**config.mk**
```make
export PLATFORM = sky130hd
export DESIGN_NAME = aoi_seq_eval_flat
export DESIGN_NICKNAME = d
export VERILOG_FILES = /design/src/rtl/aoi_seq_eval_if.sv /design/src/rtl/aoi_seq_eval.sv /design/src/flat_wrapper.sv
export SDC_FILE = /design/constraint.sdc
export NUM_CORES = 1
export LEC_CHECK = 0
export BUFFER_PORTS_ARGS = -buffer_cell sky130_fd_sc_hd__buf_2
export CORE_ASPECT_RATIO = 0.9
export CORE_MARGIN = 4
export CORE_UTILIZATION = 35
export CTS_CLUSTER_SIZE = 25
export DETAILED_ROUTE_END_ITERATION = 7
export SYNTH_ARGS = -nofsm -noshare
export SYNTH_HDL_FRONTEND = slang
export SYNTH_SLANG_ARGS = --single-unit
```
**constraint.sdc**
```tcl
create_clock -name clk -period 3.6 [get_ports clk]
set_input_delay 0.54 -clock clk [delete_from_list [all_inputs] [get_ports clk]]
set_output_delay 0.54 -clock clk [all_outputs]
set_load 0.01 [all_outputs]
```
**src/rtl/aoi_seq_eval_if.sv**
```systemverilog
// Term-beat input stream and result output stream of the sequential AOI evaluator.
// The master drives term beats and accepts results; the slave is the evaluator.
interface aoi_seq_eval_if #(
    parameter int TERM_W    = 3,
    parameter int MAX_TERMS = 8
);
    localparam int CNT_W = $clog2(MAX_TERMS + 1);

    logic              in_valid;
    logic              in_ready;
    logic [TERM_W-1:0] in_lits;
    logic [TERM_W-1:0] in_mask;
    logic              in_last;
    logic              out_valid;
    logic              out_ready;
    logic              out_f;
    logic [CNT_W-1:0]  out_nterms;
    logic              out_err;

    modport master (
        output in_valid, in_lits, in_mask, in_last, out_ready,
        input  in_ready, out_valid, out_f, out_nterms, out_err
    );

    modport slave (
        input  in_valid, in_lits, in_mask, in_last, out_ready,
        output in_ready, out_valid, out_f, out_nterms, out_err
    );
endinterface

```
**src/rtl/aoi_seq_eval.sv**
```systemverilog
// Sequential AND-OR-(INVERT) evaluator: ORs one masked product term per accepted beat
// and presents the (optionally inverted) sum with its term count and an overflow flag.
module aoi_seq_eval #(
    parameter int TERM_W    = 3,
    parameter int MAX_TERMS = 8,
    parameter int INVERT    = 1
) (
    input  logic                clk,
    input  logic                rst_n,
    aoi_seq_eval_if.slave       bus
);
    localparam int CNT_W = $clog2(MAX_TERMS + 1);

    localparam logic [1:0] S_IDLE  = 2'd0;
    localparam logic [1:0] S_ACCUM = 2'd1;
    localparam logic [1:0] S_DONE  = 2'd2;

    logic [1:0]        r_state;
    logic              r_acc;
    logic [CNT_W-1:0]  r_count;
    logic              r_in_ready;
    logic              r_out_valid;
    logic              r_out_f;
    logic [CNT_W-1:0]  r_out_nterms;
    logic              r_out_err;

    logic [TERM_W-1:0] w_lits_eff;
    logic              w_accept;
    logic              w_p;
    logic              w_acc_nxt;
    logic [CNT_W-1:0]  w_cnt_nxt;
    logic              w_close;

    function automatic logic polarity(input logic v);
        return (INVERT != 0) ? ~v : v;
    endfunction

    // Masked-out literals are forced to 1 so they drop out of the AND.
    assign w_lits_eff = bus.in_lits | ~bus.in_mask;
    assign w_p        = &w_lits_eff;
    assign w_accept   = bus.in_valid & r_in_ready;
    assign w_acc_nxt  = r_acc | w_p;
    assign w_cnt_nxt  = r_count + CNT_W'(1);
    assign w_close    = bus.in_last | (w_cnt_nxt == CNT_W'(MAX_TERMS));

    // in_ready is registered so it stays low until the first edge after reset release.
    always_ff @(posedge clk or negedge rst_n) begin
        if (!rst_n) begin
            r_state      <= S_IDLE;
            r_acc        <= 1'b0;
            r_count      <= '0;
            r_in_ready   <= 1'b0;
            r_out_valid  <= 1'b0;
            r_out_f      <= polarity(1'b0);
            r_out_nterms <= '0;
            r_out_err    <= 1'b0;
        end else begin
            case (r_state)
                S_IDLE, S_ACCUM: begin
                    r_in_ready <= 1'b1;
                    if (w_accept) begin
                        r_acc   <= w_acc_nxt;
                        r_count <= w_cnt_nxt;
                        if (w_close) begin
                            r_state      <= S_DONE;
                            r_in_ready   <= 1'b0;
                            r_out_valid  <= 1'b1;
                            r_out_f      <= polarity(w_acc_nxt);
                            r_out_nterms <= w_cnt_nxt;
                            r_out_err    <= ~bus.in_last;
                        end else begin
                            r_state <= S_ACCUM;
                        end
                    end
                end
                S_DONE: begin
                    // Result handshake: no beat can be taken on this edge, giving one bubble.
                    if (bus.out_ready) begin
                        r_state     <= S_IDLE;
                        r_acc       <= 1'b0;
                        r_count     <= '0;
                        r_in_ready  <= 1'b1;
                        r_out_valid <= 1'b0;
                        r_out_err   <= 1'b0;
                    end
                end
                default: begin
                    r_state     <= S_IDLE;
                    r_acc       <= 1'b0;
                    r_count     <= '0;
                    r_in_ready  <= 1'b0;
                    r_out_valid <= 1'b0;
                    r_out_err   <= 1'b0;
                end
            endcase
        end
    end

    assign bus.in_ready   = r_in_ready;
    assign bus.out_valid  = r_out_valid;
    assign bus.out_f      = r_out_f;
    assign bus.out_nterms = r_out_nterms;
    assign bus.out_err    = r_out_err;
endmodule

```
**src/flat_wrapper.sv**
```systemverilog
// flat-port wrapper written by rule: the top's interface ports become plain ports
module aoi_seq_eval_flat 
#(
    parameter int TERM_W    = 3,
    parameter int MAX_TERMS = 8,
    parameter int INVERT    = 1
)
  (clk, rst_n, bus_in_valid, bus_in_lits, bus_in_mask, bus_in_last, bus_out_ready, bus_in_ready, bus_out_valid, bus_out_f, bus_out_nterms, bus_out_err);
  aoi_seq_eval_if #(.TERM_W(TERM_W), .MAX_TERMS(MAX_TERMS)) bus_i ();
  input  logic clk;
  input  logic rst_n;
  input wire logic [$bits(bus_i.in_valid)-1:0] bus_in_valid;
  input wire logic [$bits(bus_i.in_lits)-1:0] bus_in_lits;
  input wire logic [$bits(bus_i.in_mask)-1:0] bus_in_mask;
  input wire logic [$bits(bus_i.in_last)-1:0] bus_in_last;
  input wire logic [$bits(bus_i.out_ready)-1:0] bus_out_ready;
  output wire logic [$bits(bus_i.in_ready)-1:0] bus_in_ready;
  output wire logic [$bits(bus_i.out_valid)-1:0] bus_out_valid;
  output wire logic [$bits(bus_i.out_f)-1:0] bus_out_f;
  output wire logic [$bits(bus_i.out_nterms)-1:0] bus_out_nterms;
  output wire logic [$bits(bus_i.out_err)-1:0] bus_out_err;
  assign bus_i.in_valid = bus_in_valid;
  assign bus_i.in_lits = bus_in_lits;
  assign bus_i.in_mask = bus_in_mask;
  assign bus_i.in_last = bus_in_last;
  assign bus_i.out_ready = bus_out_ready;
  assign bus_in_ready = bus_i.in_ready;
  assign bus_out_valid = bus_i.out_valid;
  assign bus_out_f = bus_i.out_f;
  assign bus_out_nterms = bus_i.out_nterms;
  assign bus_out_err = bus_i.out_err;
  aoi_seq_eval #(.TERM_W(TERM_W), .MAX_TERMS(MAX_TERMS), .INVERT(INVERT)) u_core (.clk(clk), .rst_n(rst_n), .bus(bus_i));
endmodule
```
* Yosys cells after proc, flatten, opt, wreduce, memory -nomap -nowiden
Index checks and enable logic that the tools add are counted.
Storage, ports and cells: register bits after elaboration 15, bits of input ports 11, output and inout port bits 8, logic and storage cells 48
Cells by class: $add $sub $neg 1, equal/unequal tests 6, mux-type cells 20, bitwise gates (word level) 7, reductions and logical operators 6
Operator list (number):
- $mux 1 | 9
- $reduce_and 3->1 | 3
- $mux 4 | 2
- $pmux 1 s2 | 4
- $pmux 4 s2 | 1
- $mux 2 | 3
- $add 4x1->4 const B | 1
- $eq 4x4->1 const B | 1
- $ne 2x1->1 const B | 2
- $pmux 2 s2 | 1
- $not 3->3 | 1
- $or 3x3->3 | 1
- $eq 2x1->1 const B | 1
- $eq 2x2->1 const B | 1
- $logic_not 2->1 | 1
- $ne 2x2->1 const B | 1
- $not 1->1 | 2
- $or 1x1->1 | 2
- $reduce_and 2->1 | 1
- $reduce_or 2->1 | 1
- $and 1x1->1 | 1

* Depth between registers and ports, before layout
Gate-level depths: netlist (run 1).
word-level depth 6, mapped depth 5, gate-level depth less buffers 4

* Least setup slack after synthesis (run 1)
OpenSTA, ideal clock, no wires.
kind flip-flop to flip-flop, start register u_core.r_count[0], end register u_core.r_out_nterms[1], in the netlist u_core.bus.out_nterms[1], setup time 125 ps, arrival 1373 ps, data required time 3475 ps, setup slack 2102 ps, stages on the path, launching flop included 6, path buffers 1, clock period less this slack 1498 ps, cell sequence dfrtp_1 -> ha_1 -> o211ai_2 -> a21o_1 -> buf_6 -> mux2_4
Between the ends: word-level cells in the longest chain between the ends 4
Ends and longest elaborated chain:
- start: declaration | RTL line aoi_seq_eval.sv:20 | logic [CNT_W-1:0] r_count;
- start signal: assignment | RTL line aoi_seq_eval.sv:63 | r_count <= w_cnt_nxt;
- $add 4x1->4 (*) | RTL line aoi_seq_eval.sv:43 | assign w_cnt_nxt = r_count + CNT_W'(1);
- $eq 4x4->1 | RTL line aoi_seq_eval.sv:44 | assign w_close = bus.in_last | (w_cnt_nxt == CNT_W'(MAX_TERMS));
- $or 1x1->1 | RTL line aoi_seq_eval.sv:44
- $reduce_and 3->1 (no source line)
- end signal: assignment | RTL line aoi_seq_eval.sv:69 | r_out_nterms <= w_cnt_nxt;
- end: declaration | RTL line aoi_seq_eval.sv:24 | logic [CNT_W-1:0] r_out_nterms;
Every way passes the cells marked *; elsewhere a longest branch is shown, timed or not. A chain may end at the register's enable or synchronous reset.

* Worst setup path after layout (run 1)
Same ends and word-level chain as after synthesis.

==> results of run 1 <==
## flip-flops by register name, indices dropped and copies added (netlist names)
signal	flops
u_core.r_count	4
u_core.r_state	2
u_core.r_acc	1
u_core.bus.in_ready	1
u_core.bus.out_f	1
u_core.bus.out_err	1
u_core.bus.out_nterms	4
u_core.bus.out_valid	1
## synth_stat cells
master,number
sky130_fd_sc_hd__mux2i_1,1
sky130_fd_sc_hd__mux2_4,4
sky130_fd_sc_hd__o22a_1,1
sky130_fd_sc_hd__ha_1,1
sky130_fd_sc_hd__nand3_1,1
sky130_fd_sc_hd__dfstp_2,1
sky130_fd_sc_hd__o21a_1,1
sky130_fd_sc_hd__a22o_1,2
sky130_fd_sc_hd__a22oi_1,1
sky130_fd_sc_hd__nand2_1,5
sky130_fd_sc_hd__inv_1,6
sky130_fd_sc_hd__o21ai_1,3
sky130_fd_sc_hd__a21o_1,1
sky130_fd_sc_hd__and3b_1,2
sky130_fd_sc_hd__xor2_1,1
sky130_fd_sc_hd__a21oi_1,2
sky130_fd_sc_hd__xnor2_1,1
sky130_fd_sc_hd__buf_6,1
sky130_fd_sc_hd__o21ai_0,2
sky130_fd_sc_hd__nand3b_1,1
sky130_fd_sc_hd__a21boi_1,1
sky130_fd_sc_hd__dfrtp_1,14
sky130_fd_sc_hd__o211ai_2,1
sky130_fd_sc_hd__nor2_1,10
sky130_fd_sc_hd__and2_1,1
sky130_fd_sc_hd__a222oi_1,1
## layout make-up
type | instances | area [µm²]
Clock buffer | 3 | 22.5
Clock inverter | 1 | 5.00
Fill cell | 194 | 1080
Inverter | 6 | 22.5
Multi-Input combinational cell | 44 | 307
Sequential cell | 15 | 377
Tap cell | 25 | 31.3
Timing Repair Buffer | 18 | 90.1
## layer usage
metal | routed length, µm | up-vias | track usage, %
met2 | 650 | 24 | 16.1
li1 | - | 272 | -
met3 | 140 | 0 | 6.06
met5 | 0 | - | 0
met1 | 669 | 267 | 15.2
met4 | 0 | 0 | 2.43
## layout by cell type, fill, tap and decap left out, drive strengths merged, types with 2 or more instances in the layout
master,count
mux2,4
clkbuf,3
a22o,2
nor2,10
o21ai,5
a21oi,2
nand2,5
dfrtp,14
inv,6
and3b,2
buf,18
## logic make-up (layout without fill, tap and decap cells)
family | Yosys count | in the layout | synth area share [%]
simple gates | 20 | 20 | 12.9
mux | 5 | 5 | 9.77
compound gates | 16 | 16 | 15.9
buf+inv | 7 | 28 | 4.71
flops | 15 | 15 | 52.5
xor+xnor | 2 | 2 | 2.44
fa+ha+maj | 1 | 1 | 1.74
## through the flow
stage | util, % | worst slack [ns] | std cells | power [mW]
2_1_floorplan | - | 2.10 | 66 | 0.414
3_3_place_gp | 42.8 | 1.86 | 108 | 0.479
3_5_place_dp | 42.8 | 1.84 | 108 | 0.482
4_1_cts | 44.2 | 1.79 | 112 | 0.584
5_1_grt | 44.2 | 1.70 | 112 | 0.619
6_report | 44.2 | 1.80 | 112 | 0.575
## power groups by stage
stage / Sequential, mW / Clock, mW / Combinational (mW)
3_5_place_dp: 0.287 / 0 / 0.195
6_report: 0.283 / 0.0989 / 0.193
4_1_cts: 0.283 / 0.104 / 0.197
3_3_place_gp: 0.286 / 0 / 0.193
5_1_grt: 0.293 / 0.112 / 0.214
2_1_floorplan: 0.292 / 0 / 0.122
## path summary, 6_finish.rpt
path                                                from                                    to  slack, ns
max                        u_core.r_count[0]$_DFFE_PN0P_  u_core.bus.out_nterms[1]$_DFFE_PN0P_       1.80
min                                                rst_n  u_core.bus.out_nterms[3]$_DFFE_PN0P_       0.13
max reg2reg                u_core.r_count[0]$_DFFE_PN0P_  u_core.bus.out_nterms[1]$_DFFE_PN0P_       1.80
min reg2reg                     u_core.r_acc$_DFFE_PN0P_              u_core.r_acc$_DFFE_PN0P_       0.50
max in group asynchronous                          rst_n          u_core.bus.out_f$_DFFE_PN1P_       3.17
min in group clk                u_core.r_acc$_DFFE_PN0P_              u_core.r_acc$_DFFE_PN0P_       0.50
==> qor.log, run 1 <==
[status] outcome finished clean
[synth] Syn. warnings 0
[flow_run] number of max-capacitance violations reported 0
[global_route] overall global routing resource usage 11.4%
[cts] post-cts resize count 0
[cts] CTS clock-pin slew for the worst setup and hold paths 0.10 ns
[sta] max-slew violation count 0
[critical_path] worst path bufs/invs 0
[placed_design] Placement Cell Area 827 µm²
[critical_path] maximum fanout along the worst path 8
[placed_design] final weighted congestion of routability-driven global placement 0.747
[power] worst-case vdd ir drop 286 µV
[critical_path] Worst Path Required 3.77 ns
[sta] worst relative slew slack 71.4%
[critical_path] category of cells accounting for the largest share of critical-path delay compound AO/OA/AOI/OAI gates
[sta] time the worst path needs with I/O delays and setup 1.80 ns
[critical_path] FF-to-FF path depth 4
[cts] TritonCTS clock tree done
[global_route] first-pass GRT wire length 2.45 mm
[cts] clock buffer depth 2
[die] Initial Utilization 37.1%
[power] Sw Share 35.0%
[sta] clk_skew 0.0113 ns
[global_route] maximum number of pins on one net before global-route repair 16
[sta] post-route worst hold slack 0.133 ns
[drt] count of TritonRoute iterations in the first routing pass 4
[critical_path] critical path's slowest cell sky130_fd_sc_hd__dfrtp_1
[cts] Clock H-tree levels 1
[drt] Routed WL 1.46 mm
[power] Pwr Density 672 nW/µm²
[die] Row Count 15
[critical_path] crit path kind flop to flop
[cts] clock root buffer sky130_fd_sc_hd__clkbuf_4
[synth] number of standard cells after synthesis 66
[power] Net Switching 0.201 mW
[critical_path] list of cells traversed by the critical path and3b_1, o211ai_2, a21o_1, mux2_4
[die] Chip Height 50.9 µm
[synth] netlist area before placement 717 µm²
[drt] total via count after detailed routing 563
[sta] unrepaired setup endpoints after global routing false
[drt] Wirelength per Cell 13.0 µm
[finish] Area growth syn-to-layout 19.2%
[sta] final count of negative-setup-slack endpoints 0
[power] Comb power frac 33.5%
[power] part of the power in registers 49.2%
[placed_design] estimated wirelength of the detail-placed design 1.02 mm
[cts] hold bufs inserted after CTS 0
[placed_design] buffers added on ports 18
[finish] Antenna Diode Count 0
[power] cell internal power dissipation 0.373 mW
[global_route] global route total overflow 0
[power] Clock Power Share 17.2%
[synth] ranking of synthesized cells by area sky130_fd_sc_hd__dfrtp_1, sky130_fd_sc_hd__mux2_4, sky130_fd_sc_hd__nor2_1
[sta] worst slew pin tran 0.427 ns
[die] number of primary I/O pins 19
[critical_path] nature of the critical path endpoint flop
[drt] number of design rule violations left after detail routing 0
[cts] total number of clock tree sinks 15
[cts] clock network latency to the later pin of the worst-skew pair 0.29 ns
[cts] buffer count from post-CTS setup fixing 0
[global_route] via count of the first global-routing pass 498
[global_route] antenna violations before repair 0
[synth] average cell area after synthesis 10.9 µm²
[power] leakage dissipation 0.471 nW
[synth] Synthesized Nets 78
[finish] net count reported at finish 100
[sta] FMAX 0.557 GHz
[sta] setup TNS after final layout 0 ns
[drt] Detailed Route Iter0 Violations 19
[synth] sequential-to-total area share from yosys stat 52.5%
[sta] endpoints failing hold 0
[critical_path] critical path launch point type flop
[die] die outline area 2840 µm²
[finish] post-route cell area 855 µm²
[min_path] worst min path class input port to asynchronous set/reset pin
[finish] layout cells sized above 1 32.2%
[drt] number of vias per cell after detailed routing 5.03
[synth] biggest area consumer among synthesized cells sky130_fd_sc_hd__dfrtp_1
[synth] distinct cell type count of the synthesized netlist 26
[die] total core area 1930 µm²
[critical_path] data arrival at the endpoint of the critical path 1.97 ns
[synth] share of the synthesized area in the top cell type 48.9%
[sta] share of the clock period used by the worst path after layout 49.9%
[die] Die X-Extent 55.7 µm
[critical_path] WP depth 4
[drt] Antenna Violating Nets Remaining 0
[cts] total clock buffers created by CTS 3
[synth] register bit count reported by yosys 15
[critical_path] delay of the slowest critical-path stage 0.47 ns
(Power assumes the default switching activity.)
==> run 2: changes to the inputs <==
==> constraint.sdc (replaced) <==
create_clock -name clk -period 1.7 [get_ports clk]
set_input_delay 0.255 -clock clk [delete_from_list [all_inputs] [get_ports clk]]
set_output_delay 0.255 -clock clk [all_outputs]
set_load 0.01 [all_outputs]
==> run 2 against run 1 <==
  * Critical path depth did not move
  * Die area stayed put
  * Final cell count up 2.7%
  * Largest power group unchanged
==> qor.log, run 2 (synthesized netlist as in run 1, its figures left out) <==
[min_path] Worst Hold End u_core.r_state[1]$_DFFE_PN0P_
[critical_path] maximum fanout along the worst path 8 [unchanged]
[finish] post-route cell area 880 µm² [was 855 µm²]
[cts] total number of clock tree sinks 15 [unchanged]
[critical_path] FF-to-FF path depth 4 [unchanged]
[global_route] first-pass GRT wire length 2.36 mm [was 2.45 mm]
[sta] final count of negative-setup-slack endpoints 0 [unchanged]
[placed_design] estimated wirelength of the detail-placed design 1.04 mm [was 1.02 mm]
[global_route] antenna violations before repair 0 [unchanged]
[power] worst-case vdd ir drop 607 µV [was 286 µV]
[die] die outline area 2840 µm² [unchanged]
[sta] max-slew violation count 0 [unchanged]
[global_route] overall global routing resource usage 11.0% [was 11.4%]
[cts] clock buffer depth 2 [unchanged]
[global_route] met1 GRT Util 14.0% [was 15.2%]
[power] Pwr Density 1390 nW/µm² [was 672 nW/µm²]
[sta] worst slew pin tran 0.358 ns [was 0.427 ns]
[power] leakage dissipation 0.483 nW [was 0.471 nW]
[sta] FMAX 0.630 GHz [was 0.557 GHz]
[sta] share of the clock period used by the worst path after layout 93.4% [was 49.9%]
[die] Initial Utilization 37.1% [unchanged]
[finish] fillcell total 186 [was 194]
[cts] CTS clock-pin slew for the worst setup and hold paths 0.09 ns [was 0.10 ns]
[drt] number of vias per cell after detailed routing 4.66 [was 5.03]
[critical_path] critical path's slowest cell sky130_fd_sc_hd__dfrtp_1 [unchanged]
[drt] Wirelength per Cell 11.5 µm [was 13.0 µm]
[finish] Final Core Density 45.5% [was 44.2%]
[die] total core area 1930 µm² [unchanged]
[sta] endpoints failing hold 0 [unchanged]
[global_route] maximum number of pins on one net before global-route repair 16 [unchanged]
[min_path] min-delay src bus_out_ready
[min_path] Worst Hold Path Cells 4
[drt] Antenna Violating Nets Remaining 0 [unchanged]
[placed_design] buffers added on ports 18 [unchanged]
[cts] clock root buffer sky130_fd_sc_hd__clkbuf_4 [unchanged]
[critical_path] list of cells traversed by the critical path and3b_1, o211ai_2, a21o_2, mux2_4 [was and3b_1, o211ai_2, a21o_1, mux2_4]
[cts] Clock H-tree levels 1 [unchanged]
[sta] post-route worst hold slack 0.244 ns [was 0.133 ns]
[sta] unrepaired setup endpoints after global routing false [unchanged]
[critical_path] crit path kind flop to flop [unchanged]
[sta] worst relative slew slack 76.2% [was 71.4%]
[global_route] met2 track demand over resource in global routing 15.7% [was 16.1%]
[cts] clock network latency to the later pin of the worst-skew pair 0.28 ns [was 0.29 ns]
[critical_path] Worst Path Required 1.87 ns [was 3.77 ns]
[status] outcome finished clean [unchanged]
[finish] Antenna Diode Count 0 [unchanged]
[critical_path] data arrival at the endpoint of the critical path 1.75 ns [was 1.97 ns]
[critical_path] register-to-register setup slack 0.11 ns [was 1.80 ns]
[global_route] GR Util met3 3.79% [was 6.06%]
[die] Die X-Extent 55.7 µm [unchanged]
[cts] TritonCTS clock tree done [unchanged]
[global_route] global route total overflow 0 [unchanged]
[drt] number of design rule violations left after detail routing 0 [unchanged]
[finish] layout cells sized above 1 33.3% [was 32.2%]
[global_route] via count of the first global-routing pass 565 [was 498]
[critical_path] reg-to-reg critical path endpoint u_core.bus.out_nterms[3]$_DFFE_PN0P_ [was u_core.bus.out_nterms[1]$_DFFE_PN0P_]
[drt] total via count after detailed routing 536 [was 563]
[die] number of primary I/O pins 19 [unchanged]
[finish] net count reported at finish 103 [was 100]
[placed_design] Placement Cell Area 842 µm² [was 827 µm²]
[finish] post-route non-filler standard cell count 115 [was 112]
[global_route] most used routing layer in global routing met2 [unchanged]
[sta] setup TNS after final layout 0 ns [unchanged]
[cts] total clock buffers created by CTS 3 [unchanged]
[finish] most frequent standard cell in the layout excluding fill and tap cells sky130_fd_sc_hd__buf_2 [unchanged]
[power] overall power consumption 1.22 mW [was 0.575 mW]
[placed_design] final weighted congestion of routability-driven global placement 0.761 [was 0.747]
[die] Row Count 15 [unchanged]
[sta] clk_skew 0.00535 ns [was 0.0113 ns]
[placed_design] placed cell count 110 [was 108]
[drt] Detailed Route Iter0 Violations 7 [was 19]
[min_path] worst min path class input port to flop [was input port to asynchronous set/reset pin]
[finish] leading cell types in the layout, fill and taps excluded sky130_fd_sc_hd__buf_2, sky130_fd_sc_hd__dfrtp_1, sky130_fd_sc_hd__nor2_1 [unchanged]
[finish] Area growth syn-to-layout 22.7% [was 19.2%]
[drt] count of TritonRoute iterations in the first routing pass 4 [unchanged]
[critical_path] critical path launch point type flop [unchanged]
[critical_path] delay of the slowest critical-path stage 0.45 ns [was 0.47 ns]
[sta] time the worst path needs with I/O delays and setup 1.59 ns [was 1.80 ns]
[flow_run] number of max-capacitance violations reported 0 [unchanged]
[critical_path] nature of the critical path endpoint flop [unchanged]
[placed_design] pre-CTS setup slack 0.0175 ns [was 1.84 ns]
[sta] setup slack of the critical path after layout 0.113 ns [was 1.80 ns]
[drt] Routed WL 1.32 mm [was 1.46 mm]
[critical_path] startpoint of the worst register-to-register path u_core.r_count[0]$_DFFE_PN0P_ [unchanged]
[die] Chip Height 50.9 µm [unchanged]
[run 2: cell type report]
class | count | area (µm²) | area share (%)
Tap cell | 25 | 31.3 | 3.56
Inverter | 6 | 22.5 | 2.56
Multi-Input combinational cell | 44 | 308 | 35.0
Sequential cell | 15 | 377 | 42.8
Timing Repair Buffer | 21 | 115 | 13.1
Clock buffer | 4 | 26.3 | 2.99
[run 2: timing repair]
item | 4_1_cts | 5_1_grt
gates resized for setup | 1 | 0
hold buffers | 1 | 0
hold endpoints to repair | 14 | 0
endpoints found under the setup margin | 1 | 0
setup buffers | 0 | 0
[run 2: routing by layer]
layer  part of all wire, %  vias to the layer above
met5                     0                        -
met4                   1.7                        0
met3                   5.2                        2
met2                    43                       13
met1                    50                      245
li1                      -                      276
[run 2: how the worst max path moves through the flow]
stage	start	endpoint	slack [ns]	depth (start not counted)
after floorplan	u_core.r_count[0]$_DFFE_PN0P_	u_core.bus.out_nterms[1]$_DFFE_PN0P_	0.20	5
after global placement	u_core.r_count[0]$_DFFE_PN0P_	u_core.bus.out_nterms[1]$_DFFE_PN0P_	0.06	4
after detailed placement	u_core.r_count[0]$_DFFE_PN0P_	u_core.bus.out_nterms[3]$_DFFE_PN0P_	0.02	4
after CTS	u_core.r_count[0]$_DFFE_PN0P_	u_core.bus.out_nterms[3]$_DFFE_PN0P_	0.10	4
after global routing	u_core.r_count[0]$_DFFE_PN0P_	u_core.bus.out_nterms[2]$_DFFE_PN0P_	0.03	4
final	u_core.r_count[0]$_DFFE_PN0P_	u_core.bus.out_nterms[3]$_DFFE_PN0P_	0.11	4
[run 2: worst max-delay path, delay by kind of cell (launching register included)]
| kind | cells | cell delay (ns) |
|---|---|---|
| multiplexers | 1 | 0.32 |
| AO/OA/AOI/OAI | 2 | 0.50 |
| flip-flops | 1 | 0.45 |
| AND/OR/NAND/NOR | 1 | 0.20 |
[run 2: report_power, final]
| group | leakage [nW] | internal, mW | switching (mW) |
|---|---|---|---|
| clock | 0.0150 | 0.0911 | 0.108 |
| sequential | 0.187 | 0.490 | 0.108 |
| combinational | 0.281 | 0.231 | 0.196 |
| total | 0.483 | 0.812 | 0.412 |
